### src/rtl/amiq_mux2_1_arbiter.sv
// Round-robin owner of the shared amiq_mux2_1 datapath.
// Two requesters ask for the mux for a number of cycles. The winner
// drives sel and its own data input. A configurable run of guard cycles
// separates consecutive ownerships. Every output comes straight from a flop.
module amiq_mux2_1_arbiter #(
    parameter int LEN_W     = 4,
    parameter int GUARD_CYC = 1
) (
    input  logic             clk,
    input  logic             rst,
    input  logic             req0,
    input  logic [LEN_W-1:0] len0,
    input  logic             dat0,
    input  logic             req1,
    input  logic [LEN_W-1:0] len1,
    input  logic             dat1,
    output logic             gnt0,
    output logic             gnt1,
    output logic             done0,
    output logic             done1,
    output logic             sel,
    output logic             in0,
    output logic             in1,
    output logic             busy
);

    localparam int GCNT_W = (GUARD_CYC > 0) ? $clog2(GUARD_CYC + 1) : 1;
    localparam logic [GCNT_W-1:0] GUARD_LOAD = GCNT_W'(GUARD_CYC);
    localparam logic [GCNT_W-1:0] GCNT_ONE   = GCNT_W'(1);
    localparam logic [LEN_W-1:0]  CNT_ONE    = LEN_W'(1);

    typedef enum logic [1:0] {
        IDLE  = 2'd0,
        GRANT = 2'd1,
        GUARD = 2'd2
    } state_t;

    state_t              state_q, state_d;
    logic [LEN_W-1:0]    cnt_q, cnt_d;
    logic [GCNT_W-1:0]   gcnt_q, gcnt_d;
    logic                last_q, last_d;
    logic                gnt0_q, gnt0_d;
    logic                gnt1_q, gnt1_d;
    logic                done0_q, done0_d;
    logic                done1_q, done1_d;
    logic                sel_q, sel_d;
    logic                in0_q, in0_d;
    logic                in1_q, in1_d;
    logic                busy_q, busy_d;

    logic                win;
    logic [LEN_W-1:0]    win_len;
    logic                owner_req;
    logic                end_grant;

    // Next-state logic: arbitrate in IDLE, count the burst in GRANT, count guard cycles in GUARD.
    always_comb begin
        state_d   = state_q;
        cnt_d     = cnt_q;
        gcnt_d    = gcnt_q;
        last_d    = last_q;
        gnt0_d    = gnt0_q;
        gnt1_d    = gnt1_q;
        done0_d   = 1'b0;
        done1_d   = 1'b0;
        sel_d     = sel_q;
        in0_d     = in0_q;
        in1_d     = in1_q;
        busy_d    = busy_q;
        win       = 1'b0;
        win_len   = '0;
        owner_req = 1'b0;
        end_grant = 1'b0;

        case (state_q)
            IDLE: begin
                gnt0_d = 1'b0;
                gnt1_d = 1'b0;
                busy_d = 1'b0;
                if (req0 || req1) begin
                    // On a tie the requester that did not own the mux last time wins.
                    win     = (req0 && req1) ? ~last_q : req1;
                    win_len = win ? len1 : len0;
                    state_d = GRANT;
                    sel_d   = win;
                    last_d  = win;
                    gnt0_d  = ~win;
                    gnt1_d  = win;
                    busy_d  = 1'b1;
                    cnt_d   = (win_len == '0) ? CNT_ONE : win_len;
                end
            end

            GRANT: begin
                owner_req = sel_q ? req1 : req0;
                if (!owner_req) begin
                    // Owner withdrew: release silently, leave its input as last driven.
                    gnt0_d    = 1'b0;
                    gnt1_d    = 1'b0;
                    end_grant = 1'b1;
                end else begin
                    if (sel_q) begin
                        in1_d = dat1;
                    end else begin
                        in0_d = dat0;
                    end
                    if (cnt_q == CNT_ONE) begin
                        gnt0_d    = 1'b0;
                        gnt1_d    = 1'b0;
                        done0_d   = ~sel_q;
                        done1_d   = sel_q;
                        end_grant = 1'b1;
                    end else begin
                        cnt_d = cnt_q - CNT_ONE;
                    end
                end
            end

            GUARD: begin
                gnt0_d = 1'b0;
                gnt1_d = 1'b0;
                if (gcnt_q == GCNT_ONE) begin
                    state_d = IDLE;
                    busy_d  = 1'b0;
                end else begin
                    gcnt_d = gcnt_q - GCNT_ONE;
                end
            end

            default: begin
                state_d = IDLE;
                gnt0_d  = 1'b0;
                gnt1_d  = 1'b0;
                busy_d  = 1'b0;
            end
        endcase

        // Any end of ownership goes to GUARD, or straight to IDLE when no guard is configured.
        if (end_grant) begin
            if (GUARD_CYC > 0) begin
                state_d = GUARD;
                gcnt_d  = GUARD_LOAD;
                busy_d  = 1'b1;
            end else begin
                state_d = IDLE;
                busy_d  = 1'b0;
            end
        end
    end

    // State and output registers with synchronous reset; requester 0 wins the first tie.
    always_ff @(posedge clk) begin
        if (rst) begin
            state_q <= IDLE;
            cnt_q   <= '0;
            gcnt_q  <= '0;
            last_q  <= 1'b1;
            gnt0_q  <= 1'b0;
            gnt1_q  <= 1'b0;
            done0_q <= 1'b0;
            done1_q <= 1'b0;
            sel_q   <= 1'b0;
            in0_q   <= 1'b0;
            in1_q   <= 1'b0;
            busy_q  <= 1'b0;
        end else begin
            state_q <= state_d;
            cnt_q   <= cnt_d;
            gcnt_q  <= gcnt_d;
            last_q  <= last_d;
            gnt0_q  <= gnt0_d;
            gnt1_q  <= gnt1_d;
            done0_q <= done0_d;
            done1_q <= done1_d;
            sel_q   <= sel_d;
            in0_q   <= in0_d;
            in1_q   <= in1_d;
            busy_q  <= busy_d;
        end
    end

    assign gnt0  = gnt0_q;
    assign gnt1  = gnt1_q;
    assign done0 = done0_q;
    assign done1 = done1_q;
    assign sel   = sel_q;
    assign in0   = in0_q;
    assign in1   = in1_q;
    assign busy  = busy_q;

endmodule

### config.mk
export PLATFORM = sky130hd
export DESIGN_NAME = amiq_mux2_1_arbiter
export DESIGN_NICKNAME = d
export VERILOG_FILES = /design/src/rtl/amiq_mux2_1_arbiter.sv
export SDC_FILE = /design/constraint.sdc
export NUM_CORES = 1
export LEC_CHECK = 0
export CORE_MARGIN = 8
export CORE_UTILIZATION = 40
export CTS_BUF_LIST = sky130_fd_sc_hd__clkbuf_2
export CTS_CLUSTER_DIAMETER = 100
export DETAILED_ROUTE_END_ITERATION = 16
export DONT_BUFFER_PORTS = 1
export PLACE_DENSITY = 0.63
export SYNTH_ARGS = -nofsm -noshare
export SYNTH_HDL_FRONTEND = slang
export SYNTH_SLANG_ARGS = --single-unit
export TNS_END_PERCENT = 10
### constraint.sdc
create_clock -name clk -period 2.3 [get_ports clk]
set_clock_uncertainty 0.15 [all_clocks]
set_input_delay 0.46 -clock clk [delete_from_list [all_inputs] [get_ports clk]]
set_output_delay 0.46 -clock clk [all_outputs]
set_load 0.02 [all_outputs]
==> flow_summary.yaml <==
outcome:
  status: "finished clean"
clock_network:
  cts_tree: "yes"
  cts_max_path_buffers: 2
  cts_resized: 0
  hold_buffers: 0
  cts.sink_count: 16
  postCtsSetupBuffers: 0
  insertion_delay_ns: 0.30
  path_clk_slew_ns: 0.14
  cts_root_buf: "clkbuf_2"
  h-tree-depth: 1
  numCtsBuffers: 3
layout:
  drive_above_1_share_pct: 17.31
  insertedDiodeCount: 0
  finalNonFillerCells: 132
  fillerInstances: 232
  areaGrowthSynthToFinish_pct: 3.492
  final_area_um2: 927.1
  nets: 121
global_route:
  use_met1_pct: 13.40
  antenna_found_initial: 0
  grtUsageMet3_pct: 4.770
  grt_pass1_wl_mm: 3.629
  grt_max_degree: 15
  busiest_layer: "met2"
  track_usage_pct: 11.44
  grtUsageMet2_pct: 16.98
  grt_overflow: 0
  grt_pass1_vias: 736
floorplan:
  die_x_um: 63.33
  fp-row-count: 17
  die_h_um: 63.33
  pin_count: 22
  start_util_pct: 41.29
  die_area_mm2: 0.004010
  coreArea_mm2: 0.002170
synth:
  postSynthNetCount: 121
  synth_xor_area_share_pct: 0
  synth-adder-area-share_pct: 2.793
  ys_top_cells_by_area: "dfxtp_1 (36%), a21oi_1 (6.7%), nor3_1 (3.4%)"
  synth-edff-count: 0
  synthSimpleGateAreaFrac_pct: 22.91
  synthArstFlopShare_pct: 0
  ys_ff_latch: 16
  synth.top_cell.area_share_pct: 35.75
  ys.flop_type: "dfxtp_1"
  synth_most_common_cell: "dfxtp_1"
  synthTopCellsByCount: "dfxtp_1 (16), a21oi_1 (12), nand2_1 (8)"
  syn_area_um2: 895.9
  synth.mux.area_fraction_pct: 4.749
  ys_seq_area_share_pct: 35.75
  synth_area_per_cell_um2: 8.532
  yosysTopAreaCell: "dfxtp_1"
  synth_compound_area_share_pct: 27.51
  synth_warnings: 0
  synth_top_family_by_area: "compound AO/OA/AOI/OAI gates"
  synthCells: 105
  synth_cell_types: 36
sta:
  fin_tns_setup_ns: 0
  period_minus_slack_ns: 1.901
  slew_violations: 0
  fin_crit_sh_pct: 82.66
  hold_slack_ns: 0.05784
  hold_viol_final: 0
  fmax_mhz: 526.0
  setup_violations: 0
  relSlewSlack_pct: 72.47
  rsz0062_at_grt: "no"
  finalWorstSetupSlack_ns: 0.3989
  worstMarginPinSlew_ns: 0.4098
setup_path:
  arrival_ns: 1.96
  start_kind: "flop"
  required_ns: 2.36
  critPathMaxFanout: 5
  cp-end-kind: "flop"
  criticalPathCategory: "reg2reg"
power:
  p_seq_share_pct: 51.7
  p_switching_w: 0.0002456
  clock_power_share_pct: 18.2
  power_frac_comb_pct: 30.1
  vdd_ir_drop_max_mv: 0.3752
  power.leakage_nw: 0.3360
  p_sw_share_pct: 35.47
  intPower_w: 0.0004468
  power.density_mw_per_mm2: 746.7
placed_design:
  dp_hpwl_mm: 1.664
  place_inst: 128
  post-place-ws_ns: 0.4371
  portBuffers: 0
  gp_congestion: 0.7903
  postPlaceCellArea_um2: 908.4
routing:
  route.detailed.drc: 0
  ant_nets: 0
  viasPerCell: 5.848
  wire_per_inst_um: 16.43
  firstDrtPassIters: 4
  vias: 772
  drtIter0Drc: 34
  drt-total-wl_mm: 2.169
flow_run:
  maxCapViolations: 0
worst_hold_path:
  hold_path.class: "in2reg"
[metal layers]
| layer | up-vias | share of wire [%] |
|---|---|---|
| li1 | 383 | - |
| met1 | 356 | 41 |
| met2 | 28 | 46 |
| met3 | 5 | 11 |
| met4 | 0 | 2.1 |
| met5 | - | 0 |
[cell usage in the layout (no fill, tap or decap)]
master,count
a211o_1,1
a21boi_4,1
a21oi_1,12
a31o_2,1
a31oi_1,3
a31oi_4,1
a32o_1,2
and2_2,1
and2_4,1
buf_4,2
clkbuf_2,3
clkinv_1,1
dfxtp_1,16
ha_1,2
inv_1,5
mux2_2,2
mux2i_1,2
nand2_1,8
nand2b_1,3
nand3_1,3
nand4_1,1
nor2_1,7
nor2b_1,1
nor3_1,6
nor4_1,3
o211ai_1,1
o21ai_0,6
o21ba_2,1
o21bai_1,1
o221a_2,1
o221ai_2,1
o41ai_1,1
or3_1,1
or3b_2,1
or3b_4,1
or4_4,1
[stage by stage]
step / power, W / util (%)
global route: 0.0007401 / 42.73
finish: 0.0006923 / 42.73
floorplan: 0.0005338 / -
detailed placement: 0.0005714 / 41.87
CTS: 0.0006975 / 42.73
global placement: 0.0005676 / 41.87
[path summary, 6_finish.rpt]
path,depth (start not counted),to,startpoint,slack [ns]
max reg2reg,6,cnt_q[3],cnt_q[1],0.40
min reg2reg,2,gcnt_q,gcnt_q,0.38
min,1,in0,rst,0.06
max,6,cnt_q[3],cnt_q[1],0.40
[flip-flops by register name, summed over array words and instances (netlist names)]
register / count
sel: 1
in0: 1
done0: 1
gcnt_q: 1
gnt0: 1
in1: 1
last_q: 1
state_q: 2
done1: 1
gnt1: 1
cnt_q: 4
busy: 1
[power groups by stage]
| stage | logic (W) | clock network [W] | registers, W |
|---|---|---|---|
| after detailed placement | 0.000207 | 0 | 0.000365 |
| after CTS | 0.000208 | 0.000131 | 0.000358 |
| final | 0.000208 | 0.000126 | 0.000358 |
| after floorplan | 0.000185 | 0 | 0.000348 |
| after global placement | 0.000205 | 0 | 0.000363 |
| after global routing | 0.000231 | 0.000144 | 0.000365 |
[layout make-up]
class                   instances  area, µm²  share of cell area, %
inverters                       5      18.77                  2.024
multi-input cells              77      519.2                  56.01
well taps                      28      35.03                  3.779
clock inverters                 1      3.754                 0.4049
flip-flops and latches         16      320.3                  34.55
repair buffers                  2      15.01                  1.619
clock buffers                   3      15.01                  1.619
[cells by family (layout without fill, tap and decap cells)]
family,after synthesis,count (layout)
AND/OR/NAND/NOR,38,38
AO/OA/AOI/OAI,33,33
flip-flops,16,16
buffers and inverters,12,11
multiplexers,4,4
adder cells (fa/ha/maj),2,2
[critical path, stage by stage (launching register included)]
cell and delay (ns):
dfxtp_1 0.39, inv_1 0.09, ha_1 0.19, or3b_4 0.27
a31oi_4 0.10, or3_1 0.36, a32o_1 0.26
No activity file was read; power rests on OpenSTA's default activity.
